File: src/rtl/writeback_buffer.sv
// Register-file write master: queues datapath results in a small FIFO, retires one
// per cycle onto the write port, and offers youngest-first bypass for two read queries.
module writeback_buffer #(
    parameter int unsigned DEPTH  = 4,
    parameter int unsigned DATA_W = 32,
    parameter int unsigned ADDR_W = 5
) (
    input  logic                        clk,
    input  logic                        rst_n,
    input  logic                        in_valid,
    output logic                        in_ready,
    input  logic [ADDR_W-1:0]           in_reg,
    input  logic [DATA_W-1:0]           in_data,
    input  logic                        rf_stall,
    output logic                        write_enable,
    output logic [ADDR_W-1:0]           write_reg,
    output logic [DATA_W-1:0]           write_data,
    input  logic [ADDR_W-1:0]           lookup_reg_1,
    input  logic [ADDR_W-1:0]           lookup_reg_2,
    output logic                        byp_hit_1,
    output logic [DATA_W-1:0]           byp_data_1,
    output logic                        byp_hit_2,
    output logic [DATA_W-1:0]           byp_data_2,
    output logic [$clog2(DEPTH):0]      count
);
    localparam int unsigned PTR_W = $clog2(DEPTH);
    localparam int unsigned CNT_W = PTR_W + 1;

    logic [ADDR_W-1:0] r_reg  [DEPTH];
    logic [DATA_W-1:0] r_data [DEPTH];
    logic [DEPTH-1:0]  r_vld;
    logic [PTR_W-1:0]  r_wr_ptr;
    logic [PTR_W-1:0]  r_rd_ptr;
    logic [CNT_W-1:0]  r_count;
    logic              r_we;
    logic [ADDR_W-1:0] r_wreg;
    logic [DATA_W-1:0] r_wdata;

    logic w_full;
    logic w_accept;
    logic w_push;
    logic w_pop;

    // No pass-through: a full buffer refuses input even on a retiring edge.
    assign w_full   = (r_count == CNT_W'(DEPTH));
    assign in_ready = !w_full;
    assign w_accept = in_valid && !w_full;
    assign w_push   = w_accept && (in_reg != '0);
    assign w_pop    = (r_count != '0) && !rf_stall;

    always_ff @(posedge clk or negedge rst_n) begin
        if (!rst_n) begin
            for (int i = 0; i < int'(DEPTH); i++) begin
                r_reg[i]  <= '0;
                r_data[i] <= '0;
            end
            r_vld    <= '0;
            r_wr_ptr <= '0;
            r_rd_ptr <= '0;
            r_count  <= '0;
            r_we     <= 1'b0;
            r_wreg   <= '0;
            r_wdata  <= '0;
        end else begin
            r_we <= w_pop;
            if (w_pop) begin
                r_wreg          <= r_reg[r_rd_ptr];
                r_wdata         <= r_data[r_rd_ptr];
                r_vld[r_rd_ptr] <= 1'b0;
                r_rd_ptr        <= r_rd_ptr + PTR_W'(1);
            end
            if (w_push) begin
                r_reg[r_wr_ptr]  <= in_reg;
                r_data[r_wr_ptr] <= in_data;
                r_vld[r_wr_ptr]  <= 1'b1;
                r_wr_ptr         <= r_wr_ptr + PTR_W'(1);
            end
            case ({w_push, w_pop})
                2'b10:   r_count <= r_count + CNT_W'(1);
                2'b01:   r_count <= r_count - CNT_W'(1);
                default: r_count <= r_count;
            endcase
        end
    end

    // Scan oldest to youngest so later matches override: output stage, then FIFO from head.
    function automatic logic [DATA_W:0] bypass(input logic [ADDR_W-1:0] q);
        logic [DATA_W:0]  res;
        logic [PTR_W-1:0] idx;
        res = '0;
        if (q != '0) begin
            if (r_we && (r_wreg == q)) res = {1'b1, r_wdata};
            for (int i = 0; i < int'(DEPTH); i++) begin
                idx = r_rd_ptr + PTR_W'(i);
                if (r_vld[idx] && (r_reg[idx] == q)) res = {1'b1, r_data[idx]};
            end
        end
        return res;
    endfunction

    logic [DATA_W:0] w_byp_1;
    logic [DATA_W:0] w_byp_2;

    always_comb begin
        w_byp_1 = bypass(lookup_reg_1);
        w_byp_2 = bypass(lookup_reg_2);
    end

    assign byp_hit_1    = w_byp_1[DATA_W];
    assign byp_data_1   = w_byp_1[DATA_W-1:0];
    assign byp_hit_2    = w_byp_2[DATA_W];
    assign byp_data_2   = w_byp_2[DATA_W-1:0];
    assign write_enable = r_we;
    assign write_reg    = r_wreg;
    assign write_data   = r_wdata;
    assign count        = r_count;

endmodule

File: config.mk
export PLATFORM = sky130hd
export DESIGN_NAME = writeback_buffer
export DESIGN_NICKNAME = d
export VERILOG_FILES = /design/src/rtl/writeback_buffer.sv
export SDC_FILE = /design/constraint.sdc
export NUM_CORES = 1
export LEC_CHECK = 0
export ABC_AREA = 1
export BUFFER_PORTS_ARGS = -buffer_cell sky130_fd_sc_hd__buf_4
export CAP_MARGIN = 30
export CORE_MARGIN = 1.5
export CORE_UTILIZATION = 40
export DETAILED_ROUTE_END_ITERATION = 8
export SKIP_CTS_REPAIR_TIMING = 1
export SYNTH_ARGS = -nofsm -noshare
export SYNTH_HDL_FRONTEND = slang
export SYNTH_SLANG_ARGS = --single-unit
File: constraint.sdc
create_clock -name clk -period 8.5 [get_ports clk]
set_input_delay 2.125 -clock clk [delete_from_list [all_inputs] [get_ports clk]]
set_output_delay 2.125 -clock clk [all_outputs]
set_load 0.02 [all_outputs]
==> metrics.txt, run 1 <==
Syn Std Cell Area=0.01543 mm²; die height=199.4 µm; top post-synthesis cells by area=dfrtp_1 (32%), nand2_1 (19%), o21ai_0 (13%); num ports=159; final hold viol count=0; worst min path class=reg -> reg; CP max-delay cell=ha_1; crit-path max FO=44; CP endpoint kind=output pin; worst setup skew after layout=0.01156 ns; normalized max-slew margin=33.67%; largest net degree at the start of global routing=~110; Setup CP Type=reg -> out; reg2reg start=r_rd_ptr[0]; CP required=6.38 ns; Mapped Cells=2,563; Antenna Cells=0; period utilization=89.30%; Detail Route Antenna Nets=0; row count=71; # setup viols final=0; CTS Buf Count=17; Nets=2,642; synthesized flop and latch total=197; clk_lat worst skew=0.46 ns; syn nets=around 2.6k; status=finished, final reports clean; design area=0.01726 mm²; CP arrival=5.47 ns; slowest stage delay, CP=0.78 ns; Hold EP=r_data[5]; Area growth syn-to-layout=11.85%; count of pins over their slew limit=0; TritonCTS clock tree=yes; Reg2Reg Capture Point=write_data[12]; clk buf depth=2; proportion of layout cells with a drive suffix above 1=9.869%; pwr/cell area=between 400 and 500 mW/mm²; wire per inst=between 15 and 20 µm; initial core utilization=40.77%; leak pwr=8.552 nW; Worst-Margin Slew=0.9950 ns; drt total wl=61,220 µm; crit path cell chain=inv_2 -> ha_1 -> clkinv_2 -> nand3_1 -> nand2_1 -> nand2_1 -> nand2_1 -> nor2_4 -> buf_4 -> nand3_2 -> buf_4 -> nand3_1 -> nand3_1 -> a21oi_1 -> buf_4; setup TNS=0 ns; flop-to-flop setup slack=5.38 ns; TritonCTS sink count=197; dpl hpwl=43,310 µm; Final GP Congestion=just over 0.9; drt drc=0; max cap viols=0; vias per cell=5.451; startpoint types=register; max FFs per register=128; area leader, netlist=dfrtp_1; iteration count of the initial detailed-routing pass=7; Fmax=0.1317 GHz; final critical-path required period=7.591 ns; Worst Hold Path Cells=2; Synth top area share=31.95%; Clock transition at path regs=0.08 ns; clock tree root buffer cell=clkbuf_16; initial antenna violation count=1; RSZ-0062 raised after global routing=false; H-Tree Level Count=4; initial drt markers=2,041; GRT Resource Usage Total=30.94%; first-pass GRT wire length=91,750 µm; PnR Total Power=just over 8 mW; vias=around 17k; sequential fraction of the synthesis area=between 30% and 40%; Synth Area per Inst=about 6.0 µm²; yosys warns=0; peak supply drop=0.0002029 V; Post-DP Area=0.01663 mm²; Port-buffer cells=158; most common cell after layout, fill and taps aside=nand2_1; distinct cell type count of the synthesized netlist=33; HP Start=r_data[5]; Die X=199.4 µm; grt ovf=0; most frequent cells in the layout=nand2_1 (789), o21ai_0 (412), inv_1 (255); vias in the first global route=14.84k; die area=0.03975 mm²; cell count of the worst reg-to-reg path=5; core box area=0.03784 mm²
-- through the flow --
step / hold WS, ns / std cells / utilization [%] / setup slack, ns
global route: 0.5100 / 3105 / 45.60 / 0.6318
floorplan: 0.4530 / 2563 / - / 2.618
global placement: 0.4672 / 3072 / 43.95 / 1.493
CTS: 0.4929 / 3104 / 45.52 / 0.9241
detailed placement: 0.4734 / 3072 / 43.95 / 1.424
finish: 0.4898 / 3105 / 45.60 / 0.9093
-- worst max path at each step --
| stage | startpoint | endpoint |
|---|---|---|
| final | r_rd_ptr[1] | byp_data_2[16] |
| after global routing | r_rd_ptr[1] | byp_data_2[16] |
| after CTS | r_rd_ptr[1] | byp_data_2[16] |
| after detailed placement | r_rd_ptr[1] | byp_data_2[16] |
| after global placement | lookup_reg_2[2] | byp_data_2[19] |
| after floorplan | lookup_reg_1[1] | byp_data_1[26] |
-- synth_stat cells (all sizes together) --
master,instances
nand2,795
o21ai,457
inv,261
nor2,254
nand3,223
dfrtp,197
buf,104
clkbuf,85
a21oi,72
nand4,69
xor2,12
ha,9
o22ai,7
nor3,5
and2,3
and3,2
o21a,2
xnor2,2
a22oi,1
a31oi,1
fa,1
mux2i,1
-- cell type report --
cell class | count | area (µm²)
repair buffers | 188 | 1438
fillers | 4075 | 20590
clock buffers | 19 | 452.9
flip-flops and latches | 197 | 4937
multi-input cells | 1916 | 8662
inverters | 261 | 982.2
clock inverters | 13 | 143.9
well taps | 511 | 639.4
-- report_power, final --
part           leakage [nW]  total [mW]  switching (mW)  internal (mW)
Combinational          5.78        5.57            4.06           1.51
Clock                 0.292       0.844           0.414          0.430
Sequential             2.48        1.74           0.374           1.36
Total                  8.55        8.16            4.85           3.31
-- kinds of logic after synthesis --
| group | Yosys count | synth area share [%] |
|---|---|---|
| AOI/OAI and AO/OA | 540 | 17.68 |
| xor gates and xnor gates | 14 | 0.7948 |
| adders and majority gates | 10 | 0.8597 |
| buffers and inverters | 450 | 12.24 |
| DFF | 197 | 31.95 |
| muxes | 1 | 0.06488 |
| and+or+nand+nor | 1351 | 36.41 |
-- critical path: cells and delay by family, from the launching register on --
kind	cells	cell delay (ns)
adders and majority gates	1	0.78
and+or+nand+nor	8	1.44
AOI/OAI and AO/OA	1	0.22
buffers and inverters	5	1.82
DFF	1	0.72
-- metal layers --
metal | vias up | share of wire (%) | global-route usage (%)
li1 | 8243 | - | -
met2 | 835 | 39 | 41.49
met1 | 7789 | 48 | 48.40
met3 | 57 | 12 | 8.523
met5 | - | 0 | 0
met4 | 0 | 1.5 | 6.071
(Power assumes the default switching activity.)
==> run 2, diff against run 1 <==
Settings changed: CORE_ASPECT_RATIO from default to 0.8, CORE_MARGIN 1.5 to 8, MAX_ROUTING_LAYER from default to met4.
==> metrics.txt, run 2 (same netlist as run 1, synthesis figures left out) <==
initial antenna violation count=0; max cap viols=0; CP endpoint kind=output pin; clk_lat worst skew=about 0.46 ns; Detail Route Antenna Nets=0; TritonCTS sink count=197; TritonCTS clock tree=yes; status=finished, final reports clean; WHS=0.4849 ns; crit-path max FO=between 60 and 70; largest net degree at the start of global routing=between 100 and 150; Port-buffer cells=about 160; Clock transition at path regs=0.07 ns; CTS Buf Count=17; final critical-path required period=7.704 ns; most common cell after layout, fill and taps aside=nand2_1; vias in the first global route=14.87k; die area=0.04515 mm²; worst min path class=reg -> reg; GRT Resource Usage Total=28.62%; Worst-Margin Slew=1.067 ns; most frequent cells in the layout=nand2_1 (789), o21ai_0 (412), inv_1 (255); vias per cell=5.567; drt total wl=63,680 µm; core box area=~0.038 mm²; normalized max-slew margin=just under 30%; startpoint types=register; FF+latch area=approximately 0.0049 mm²; Filler cells=4,106; dpl hpwl=roughly 46,000 µm; wire per inst=roughly 20 µm; Final GP Congestion=0.9762; peak supply drop=between 0.0002 and 0.00025 V; H-Tree Level Count=4; grt ovf=0; CP required=6.38 ns; proportion of layout cells with a drive suffix above 1=just under 10%; Setup CP Type=reg -> out; setup ws final=0.7959 ns; leak pwr=8.551 nW; drt drc=0; count of pins over their slew limit=0; iteration count of the initial detailed-routing pass=6; first-pass GRT wire length=96,400 µm; initial drt markers=2,819; pwr/cell area=485.1 mW/mm²; vias=17.20k; area occupied by multi-input gates=0.008637 mm²; final hold viol count=0; Fmax=between 0.1 and 0.15 GHz; Nets=2,645; Non-Filler Instances=just over 3k; max FFs per register=128; Area growth syn-to-layout=11.88%; pre-CTS WS=~1.4 ns; PnR Total Power=8.373 mW; num ports=159; clock tree root buffer cell=clkbuf_16; Antenna Cells=0; # setup viols final=0; Placed Cells=slightly above 3k; die height=191.7 µm; row count=64; CP arrival=5.58 ns; initial core utilization=around two fifths; Die X=235.6 µm; setup TNS=0 ns; period utilization=90.64%; worst setup skew after layout=0.01308 ns; clk buf depth=2; RSZ-0062 raised after global routing=false
run 2: cell count changes in the layout (fill, tap and decap cells not counted), moves of 2 or more:
cell and delta:
nand2_2 +3, nand2_4 -3, buf_16 +2, clkinv_4 -2, clkinv_8 -2, inv_8 +2
nand3_1 +2, nand3_2 -2
run 2: metal layers:
layer  part of all wire, %  up-vias  GRT usage (%)  wire length, µm
li1                      -     8256              -                -
met1                    51     7981          46.37            32490
met2                    36      933          34.79            23010
met3                    12       32          6.782             7744
met4                  0.68        0          3.844              436
met5                     0        -              -                0
run 2: path summary, 6_finish.rpt:
kind	from	endpoint	slack [ns]	depth (start not counted)
worst min register to register	r_data[44]	r_data[44]	0.48	2
worst min-delay path	r_data[44]	r_data[44]	0.48	2
worst max register to register	r_rd_ptr[0]	write_data[4]	5.30	8
min in group asynchronous	rst_n	r_reg[7]	1.65	1
worst max-delay path	r_rd_ptr[0]	byp_data_2[16]	0.80	14
max in group asynchronous	rst_n	r_data[32]	5.59	2
run 2: final cells by class:
cell class,instances,share of cell area [%]
Multi-Input combinational cell,1916,50.04
Sequential cell,197,28.60
Timing Repair Buffer,191,8.692
Inverter,261,5.690
Tap cell,495,3.588
Clock buffer,19,2.566
Clock inverter,11,0.8191
run 2: critical path, cell delays in order (launching register included):
cell and delay (ns):
dfrtp_4 0.75, clkinv_2 0.39, ha_1 0.65, clkinv_2 0.21, buf_4 0.49, nand2_1 0.15, nand3_1 0.10, nand2_1 0.09
nor2_4 0.07, buf_4 0.38, nand3_2 0.76, nand3_1 0.31, nand3_1 0.09, a21oi_1 0.40, buf_4 0.23
run 2: stage by stage:
stage / utilization (%) / cell area (µm²)
6_report: 45.28 / 17260
5_1_grt: 45.28 / 17260
4_1_cts: 45.14 / 17210
3_5_place_dp: 43.61 / 16620
3_3_place_gp: 43.53 / 16590
2_1_floorplan: - / 15430
run 2: power by group:
part           leakage, nW  switching (mW)  internal (mW)
Sequential            2.48           0.391           1.36
Clock                0.286           0.398          0.447
Combinational         5.79            4.24           1.53
==> run 3, diff against run 2 <==
Settings changed: ABC_AREA 1 to default.
==> metrics.txt, run 3 <==
Psw=3.777 mW; clk buf depth=2; Syn Std Cell Area=roughly 0.014 mm²; Mapped Cells=roughly 1.1k; Pint=approximately 4.6 mW; most frequent cells in the layout=dfrtp_1 (195), mux2_2 (187), buf_4 (183); vias=11.33k; distinct cell type count of the synthesized netlist=47; vias in the first global route=11.61k; sequential fraction of the synthesis area=34.22%; Compound-Gate Fraction of Synth Area=a little under an eighth; initial drt markers=approximately 1.2k; leak pwr=6.342 nW; clock tree root buffer cell=clkbuf_16; XOR/XNOR Fraction of Synth Area=under 10%; initial antenna violation count=0; CP most frequent cell=buf_4; Filler cells=roughly 3.2k; pwr/cell area=505.6 mW/mm²; largest family of logic cells by synthesized area=multiplexers; CTS Buf Count=17; Post-synth EDFFs=0; GRT Resource Usage Total=22.45%; vias per cell=about 6.6; combinational share of power=around 66%; worst min path class=reg -> reg; Worst Hold Path Cells=1; final hold viol count=0; Commonest cells post-synth=dfrtp_1 (197), mux2_2 (187), mux4_2 (145); mux contribution to synthesized area=just under 40%; CP max-delay cell=a21bo_2; CP required=6.38 ns; dpl hpwl=29,250 µm; count of pins over their slew limit=0; proportion of layout cells with a drive suffix above 1=46.67%; most common cell after layout, fill and taps aside=dfrtp_1; synthesized flop and latch total=197; Sw Share=45.00%; yosys warns=0; initial core utilization=40.37%; die height=around 190 µm; reg2reg start=r_rd_ptr[0]; worst setup skew after layout=0.008956 ns; RSZ-0062 raised after global routing=false; period utilization=about 83%; area leader, netlist=dfrtp_1; die area=0.04238 mm²; Fmax=0.1418 GHz; crit-path max FO=153; largest net degree at the start of global routing=154; drt total wl=46,580 µm; Detail Route Antenna Nets=0; clk_lat worst skew=around 0.46 ns; # setup viols final=0; startpoint types=register; core box area=0.03568 mm²; Hold EP=count[2]; Antenna Cells=0; row count=62; normalized max-slew margin=29.15%; status=finished, final reports clean; HP Start=count[2]; max cap viols=0; Synth Area per Inst=12.68 µm²; flop-to-flop setup slack=roughly 6 ns; iteration count of the initial detailed-routing pass=7; peak supply drop=0.0003007 V; Reg2Reg Capture Point=write_reg[4]; grt ovf=0; Setup CP Type=reg -> out; clock share of power=9.9%; final critical-path required period=7.052 ns; CP endpoint kind=output pin; crit path cell chain=buf_12 -> mux4_1 -> xor2_1 -> nor4_2 -> a21oi_4 -> buf_4 -> a21bo_2 -> o31ai_1 -> buf_4; count leader, synth=dfrtp_1; Main synth FF type=dfrtp_1; Synth top area share=approximately a third; setup TNS=0 ns; Adder-Cell Fraction of Synth Area=0.9207%; top post-synthesis cells by area=dfrtp_1 (34%), mux4_2 (23%), mux2_2 (15%); Die X=around 230 µm; Seq pwr share=between 20% and 30%; H-Tree Level Count=4; drt drc=0; simple logic cell fraction of the synthesized area=6.983%; num ports=159; cell count of the worst reg-to-reg path=3; Nets=1,280; Non-Filler Instances=1,712; CP arrival=4.93 ns; first-pass GRT wire length=71,550 µm; Async SR Flop Fraction=100.0%; slowest stage delay, CP=0.87 ns; Area growth syn-to-layout=15.24%; TritonCTS sink count=197; syn nets=between 1k and 1.5k; max FFs per register=128; Final GP Congestion=between 0.7 and 0.8; TritonCTS clock tree=yes; Clock transition at path regs=0.07 ns; wire per inst=roughly 27 µm; Worst-Margin Slew=1.063 ns; Placed Cells=~1.7k; Port-buffer cells=between 150 and 200
run 3: cell count changes after synthesis, sizes merged, moves of 184 or more:
cell   change
mux2     +187
nor2     -184
o21ai    -454
nand3    -218
nand2    -768
inv      -250
run 3: cell families after synthesis:
kind of cell | count (synthesis)
adder cells (fa/ha/maj) | 10
flip-flops | 197
AND/OR/NAND/NOR | 192
XOR/XNOR | 55
AO/OA/AOI/OAI | 206
multiplexers | 341
buffers and inverters | 135
run 3: worst max path at each step:
stage / start / endpoint / slack [ns]
floorplan: r_rd_ptr[1] / byp_data_2[16] / 2.10
global placement: lookup_reg_1[1] / byp_data_1[14] / 1.64
detailed placement: lookup_reg_1[1] / byp_data_1[14] / 1.58
CTS: r_rd_ptr[0] / byp_data_1[14] / 1.47
global route: r_rd_ptr[0] / byp_data_1[14] / 1.14
finish: r_rd_ptr[0] / byp_data_1[14] / 1.45
run 3: area by class of cell:
type	instances	area, µm²	area share, %
clock buffers	22	484.2	2.917
clock inverters	10	96.34	0.5803
inverters	11	41.29	0.2487
multi-input cells	804	8959	53.96
flip-flops and latches	197	4937	29.74
well taps	480	600.6	3.618
repair buffers	188	1483	8.931
run 3: routing by layer:
metal	vias up	part of all wire [%]	track usage, %
li1	4743	-	-
met1	5829	43	29.74
met2	685	46	34.07
met3	74	8.1	4.752
met4	0	2.7	8.022
met5	-	0	-
run 3: worst max-delay path: cells and delay by family, from the launching register on:
family / cells / cell delay (ns)
buffers and inverters: 3 / 1.30
AO/OA/AOI/OAI: 3 / 1.23
multiplexers: 1 / 0.73
AND/OR/NAND/NOR: 1 / 0.48
flip-flops: 1 / 0.43
XOR/XNOR: 1 / 0.18
run 3: stage by stage:
stage / instance area, µm² / util (%) / power, mW / setup WS, ns / hold WS [ns]
5_1_grt: 16600 / 46.52 / 8.882 / 1.140 / 0.5555
4_1_cts: 16550 / 46.37 / 8.374 / 1.465 / 0.5399
3_3_place_gp: 15950 / 44.68 / 7.386 / 1.637 / 0.5248
3_5_place_dp: 15970 / 44.74 / 7.516 / 1.585 / 0.5288
6_report: 16600 / 46.52 / 8.393 / 1.448 / 0.5305
2_1_floorplan: 14410 / - / 5.938 / 2.100 / 0.4907
run 3: power groups by stage:
| stage | clock network [mW] | registers [mW] | logic (mW) |
|---|---|---|---|
| after detailed placement | 0 | 2.02 | 5.50 |
| after CTS | 0.844 | 2.00 | 5.53 |
| final | 0.832 | 2.02 | 5.54 |
| after global routing | 0.882 | 2.10 | 5.90 |
| after global placement | 0 | 1.97 | 5.42 |
| after floorplan | 0 | 1.93 | 4.01 |
